$ cat src/rtl/arch_sched_if.sv
// Requester/capture-side bundle for arch_sched: request inputs, phase, grant and capture data.
// req is a level held until gnt[i] pulses for one cycle; the requester drops it on the next edge.
interface arch_sched_if #(
  parameter int NREQ = 4,
  parameter int DW   = 4
);
  logic               enable;
  logic [NREQ-1:0]    req;
  logic [NREQ*DW-1:0] req_data;
  logic [2:0]         clk_out;
  logic [DW-1:0]      a0;
  logic [NREQ-1:0]    gnt;
  logic               busy;
  logic [7:0]         cap_cnt;
  logic               state_dbg;

  modport master (
    output enable, req, req_data,
    input  clk_out, a0, gnt, busy, cap_cnt, state_dbg
  );

  modport slave (
    input  enable, req, req_data,
    output clk_out, a0, gnt, busy, cap_cnt, state_dbg
  );
endinterface

$ cat src/rtl/arch_sched.sv
// Phase sequencer and 4-way round-robin arbiter feeding the shared 4-bit capture register.
// The capture register loads a0 on phases 4 and 6; grants are issued on the edges entering them.
module arch_sched #(
  parameter int NREQ = 4,
  parameter int DW   = 4
) (
  input  logic         clk,
  input  logic         rst_n,
  arch_sched_if.slave  bus
);

  typedef enum logic {
    IDLE = 1'b0,
    RUN  = 1'b1
  } state_t;

  state_t          state;
  logic [2:0]      clk_out_q;
  logic [DW-1:0]   a0_q;
  logic [NREQ-1:0] gnt_q;
  logic            busy_q;
  logic [7:0]      cap_cnt_q;
  logic [1:0]      rr;

  logic [1:0]      winner;
  logic [1:0]      cand;
  logic            found;
  logic            arb_pt;
  logic [DW-1:0]   win_data;

  // First requester at or after the pointer, wrapping modulo 4.
  always_comb begin
    winner = 2'd0;
    found  = 1'b0;
    cand   = 2'd0;
    for (int k = 0; k < 4; k++) begin
      cand = rr + 2'(k);
      if (!found && bus.req[cand]) begin
        found  = 1'b1;
        winner = cand;
      end
    end
  end

  assign win_data = bus.req_data[DW*int'(winner) +: DW];

  // Arbitrate only while actually counting, on the edge into phase 4 or 6.
  assign arb_pt = (state == RUN) && bus.enable &&
                  ((clk_out_q == 3'd3) || (clk_out_q == 3'd5));

  always_ff @(posedge clk or negedge rst_n) begin
    if (!rst_n) begin
      state     <= IDLE;
      clk_out_q <= 3'd0;
      a0_q      <= '0;
      gnt_q     <= '0;
      busy_q    <= 1'b0;
      cap_cnt_q <= 8'd0;
      rr        <= 2'd0;
    end else begin
      gnt_q <= '0;
      case (state)
        IDLE: begin
          if (bus.enable) begin
            state  <= RUN;
            busy_q <= 1'b1;
          end
        end
        RUN: begin
          if (!bus.enable) begin
            state  <= IDLE;
            busy_q <= 1'b0;
          end else begin
            clk_out_q <= clk_out_q + 3'd1;
            if (arb_pt && found) begin
              gnt_q     <= NREQ'(1) << winner;
              a0_q      <= win_data;
              rr        <= winner + 2'd1;
              cap_cnt_q <= cap_cnt_q + 8'd1;
            end
          end
        end
        default: begin
          state  <= IDLE;
          busy_q <= 1'b0;
        end
      endcase
    end
  end

  assign bus.clk_out   = clk_out_q;
  assign bus.a0        = a0_q;
  assign bus.gnt       = gnt_q;
  assign bus.busy      = busy_q;
  assign bus.cap_cnt   = cap_cnt_q;
  assign bus.state_dbg = state;

endmodule

$ cat src/flat_wrapper.sv
// flat-port wrapper written by rule: the top's interface ports become plain ports
module arch_sched_flat 
#(
  parameter int NREQ = 4,
  parameter int DW   = 4
)
  (clk, rst_n, bus_enable, bus_req, bus_req_data, bus_clk_out, bus_a0, bus_gnt, bus_busy, bus_cap_cnt, bus_state_dbg);
  arch_sched_if #(.NREQ(NREQ), .DW(DW)) bus_i ();
  input  logic clk;
  input  logic rst_n;
  input wire logic [$bits(bus_i.enable)-1:0] bus_enable;
  input wire logic [$bits(bus_i.req)-1:0] bus_req;
  input wire logic [$bits(bus_i.req_data)-1:0] bus_req_data;
  output wire logic [$bits(bus_i.clk_out)-1:0] bus_clk_out;
  output wire logic [$bits(bus_i.a0)-1:0] bus_a0;
  output wire logic [$bits(bus_i.gnt)-1:0] bus_gnt;
  output wire logic [$bits(bus_i.busy)-1:0] bus_busy;
  output wire logic [$bits(bus_i.cap_cnt)-1:0] bus_cap_cnt;
  output wire logic [$bits(bus_i.state_dbg)-1:0] bus_state_dbg;
  assign bus_i.enable = bus_enable;
  assign bus_i.req = bus_req;
  assign bus_i.req_data = bus_req_data;
  assign bus_clk_out = bus_i.clk_out;
  assign bus_a0 = bus_i.a0;
  assign bus_gnt = bus_i.gnt;
  assign bus_busy = bus_i.busy;
  assign bus_cap_cnt = bus_i.cap_cnt;
  assign bus_state_dbg = bus_i.state_dbg;
  arch_sched #(.NREQ(NREQ), .DW(DW)) u_core (.clk(clk), .rst_n(rst_n), .bus(bus_i));
endmodule
$ cat config.mk
export PLATFORM = sky130hd
export DESIGN_NAME = arch_sched_flat
export DESIGN_NICKNAME = d
export VERILOG_FILES = /design/src/rtl/arch_sched_if.sv /design/src/rtl/arch_sched.sv /design/src/flat_wrapper.sv
export SDC_FILE = /design/constraint.sdc
export NUM_CORES = 1
export LEC_CHECK = 0
export ABC_AREA = 1
export BUFFER_PORTS_ARGS = -buffer_cell sky130_fd_sc_hd__buf_2
export CORE_MARGIN = 2
export CORE_UTILIZATION = 55
export DETAILED_ROUTE_END_ITERATION = 10
export GPL_TIMING_DRIVEN = 0
export PLACE_DENSITY = 0.86
export SYNTH_ARGS = -nofsm -noshare
export SYNTH_HDL_FRONTEND = slang
export SYNTH_SLANG_ARGS = --single-unit
$ cat constraint.sdc
create_clock -name clk -period 2.87 [get_ports clk]
set_input_delay 0.1435 -clock clk [delete_from_list [all_inputs] [get_ports clk]]
set_output_delay 0.1435 -clock clk [all_outputs]
set_load 0.02 [all_outputs]
==> flow_summary_export.csv <==
group,metric,value,unit
run_status,status,"finished clean",
critical_path,cp_slowest_cell,"dfrtp_1",
clocking,insertion_delay,0.31,ns
synthesis,synth_simple_gate_area_share,37.6,%
critical_path,startpoint_type,"flip-flop",
synthesis,synth_compound_area_share,2.72,%
critical_path,crit_family,"simple AND/OR/NAND/NOR gates",
clocking,clkTransAtPathRegs,0.13,ns
sta,min_period_over_period,64.8,%
die,core-area,2500,um^2
routing,viasPerCell,4.91,
place,pre_cts_ws,1.05,ns
synthesis,yosysWarnings,0,
sta,finClkSkew,0.00970,ns
synthesis,synth_flop_cell,"dfrtp_1",
cells_and_area,drive_gt1_share,28.7,%
die,die_area,3110,um^2
synthesis,synth_xor_area_share,5.35,%
grt,grt_max_degree,24,
clocking,clockBufferDepth,2,
die,initial_core_util,58.9,%
sta,relSlewSlack,67.2,%
routing,antenna_left,0,
synthesis,synth-seq-area-share,39.1,%
hold_path,hp-class,"input pin to flip-flop",
pwr,p_leak,0.00113,uW
routing,routed_wl,2850,um
flow_run,cap_viol_max_count,0,
synthesis,synthMuxAreaShare,0,%
die,die_w,55.7,um
critical_path,crit_path_max_incr_delay,0.41,ns
clocking,cts_buffers,3,
synthesis,synthArstFlopShare,100,%
synthesis,postSynthCellCount,195,
routing,drtPass1Iterations,4,
sta,hold_violations,0,
grt,grt_pass1_wl,5260,um
place,hpwl,2170,um
routing,vias,1345,
synthesis,netlist_top_cells_count,"67 x nand2_1, 31 x inv_1, 25 x nand3_1, 23 x dfrtp_1, 6 x nor2_1",
critical_path,criticalPathCategory,"flip-flop to flip-flop",
synthesis,ys_ff_latch,23,
sta,finalMaxSlewViolations,0,
synthesis,synth_nets,222,
sta,setup_viol,0,
sta,fin_ws,1.01,ns
clocking,cts_tree,"done",
sta,tns,0,ns
synthesis,synth_top_family_by_area,"simple AND/OR/NAND/NOR gates",
critical_path,required,3.08,ns
clocking,htree_levels,1,
critical_path,cp.arrival,2.07,ns
synthesis,synth_enable_flop_cells,0,
routing,wire_per_inst,10.4,um
cells_and_area,nets,272,
synthesis,syn_avg_cell_area,7.55,um^2
routing,drtIter0Drc,36,
place,portBuffers,43,
cells_and_area,syn2layout_area_growth,20.4,%
critical_path,cp-end-kind,"flip-flop",
synthesis,synth_top_area_share,39.1,%
die,die_h,55.7,um
place,place.gp.congestion,0.795,
sta,worst_pin_slew,0.491,ns
pwr,vdd_drop_max,721,uV
grt,antenna_found_initial,0,
die,pin_count,44,
synthesis,yosys-top-cells-area,"dfrtp_1 39%, nand2_1 17%, nand3_1 8.5%",
synthesis,synthAdderAreaFrac,3.40,%
synthesis,ys_types,26,
synthesis,yosysMostFrequentCell,"nand2_1",
cells_and_area,n_antenna_cell,0,
critical_path,cpMostUsedCell,"nand2_1",
sta,max_freq,538,MHz
die,core.rowCount,18,
grt,grt.total_usage,21.1,%
routing,post-route-drc-count,0,
grt,grt_pass1_vias,1264,
critical_path,cp_cell_sequence,"buf_4 -> nand2_1 -> nand3_2 -> nand2_1 -> inv_1 -> nand2_1 -> nand2_1 -> nand2_1 -> nand3_1 -> nand3_1 -> nand2_1 -> nand2_1 -> nand2_1",
critical_path,cp_max_fo,10,
sta,grt_setup_unrepaired,"false",
pwr,total_power,1680,uW
critical_path,path_buf_inv,2,
grt,grt_overflow,0,
clocking,clock_sinks,23,
sta,period_needed,1.86,ns
clocking,clockRootBuffer,"clkbuf_4",
pwr,p_per_area,949,nW/um^2
synthesis,synth_area,1470,um^2
cells_and_area,fin_util,70.9,%
synthesis,synth_top_cell_by_area,"dfrtp_1",
## final timing paths
kind	start	endpoint	slack (ns)	depth (start not counted)
setup / recovery	u_core.rr[0]	u_core.bus.a0[3]	1.01	13
max in group asynchronous	rst_n	u_core.bus.clk_out[1]	2.21	2
setup reg to reg	u_core.rr[0]	u_core.bus.a0[3]	1.01	13
hold / removal	bus_req_data[8]	u_core.bus.a0[0]	0.20	7
min in group asynchronous	rst_n	u_core.bus.cap_cnt[5]	0.32	2
hold reg to reg	u_core.bus.cap_cnt[7]	u_core.bus.cap_cnt[7]	0.49	1
## report_power, final
group          internal [uW]  switching, uW  total (uW)  leakage [uW]
registers                404           71.3         476      0.000297
clock network           52.0           97.1         149     0.0000177
logic                    364            694        1060      0.000814
total                    820            863        1680       0.00113
## per-layer routing
| metal | part of all wire [%] | wire [um] | vias to the layer above | track usage, % |
|---|---|---|---|---|
| met4 | 0.42 | 12 | 0 | 4.18 |
| met2 | 48 | 1380 | 37 | 37.2 |
| li1 | - | - | 698 | - |
| met1 | 46 | 1310 | 608 | 26.4 |
| met3 | 5.2 | 148 | 2 | 4.88 |
| met5 | 0 | 0 | - | 0 |
## cell families after synthesis
| kind of cell | count (synthesis) |
|---|---|
| buffers and inverters | 39 |
| xor gates and xnor gates | 9 |
| adders and majority gates | 4 |
| DFF | 23 |
| and+or+nand+nor | 114 |
| AOI/OAI and AO/OA | 6 |
## flip-flops by register name (all words and copies together), names as in the netlist
name	cells
u_core.bus.gnt	4
u_core.bus.cap_cnt	8
u_core.rr	2
u_core.bus.state_dbg	1
u_core.bus.clk_out	3
u_core.bus.a0	4
u_core.bus.busy	1
## metrics by stage
step	instance area (um^2)	hold WS, ns	instances
2_1_floorplan	1470	-0.152	195
3_3_place_gp	1730	0.134	268
3_5_place_dp	1730	0.140	268
4_1_cts	1770	0.199	274
5_1_grt	1770	0.259	274
6_report	1770	0.202	274
## worst reg2reg max path: stages (launching register included)
cell     delay (ns)
dfrtp_1        0.41
buf_4          0.18
nand2_1        0.10
nand3_2        0.09
nand2_1        0.14
inv_1          0.09
nand2_1        0.09
nand2_1        0.06
nand2_1        0.24
nand3_1        0.11
nand3_1        0.10
nand2_1        0.05
nand2_1        0.05
nand2_1        0.05
## timing repair
| action | CTS | global route |
|---|---|---|
| endpoints found under the setup margin | 0 | 0 |
| hold endpoints to repair | 24 | 0 |
| hold buffers | 2 | 0 |
| buffers inserted | 0 | 0 |
| resized for setup | 0 | 0 |
## final cells by class
cell class                 count  area [um^2]
clock inverter                 1         5.00
multi-input combinational    133          723
timing repair buffer          45          235
buffer                         3         38.8
inverter                      36          135
sequential                    23          576
clock buffer                   3         22.5
fill                         209          727
tap                           30         37.5
## cell usage in the layout (no fill, tap or decap), types with 2 or more instances in the layout
| cell | instances |
|---|---|
| a21oi_1 | 3 |
| buf_2 | 43 |
| nand2_1 | 67 |
| ha_1 | 4 |
| nand2_2 | 3 |
| dfrtp_1 | 23 |
| nand3_2 | 4 |
| dlygate4sd3_1 | 2 |
| inv_1 | 31 |
| nand3_1 | 25 |
| nor2_2 | 2 |
| xor2_1 | 4 |
| inv_2 | 5 |
| nor2_1 | 6 |
| clkbuf_4 | 3 |
| xnor2_1 | 5 |
Power figures use the tool's default switching activity.
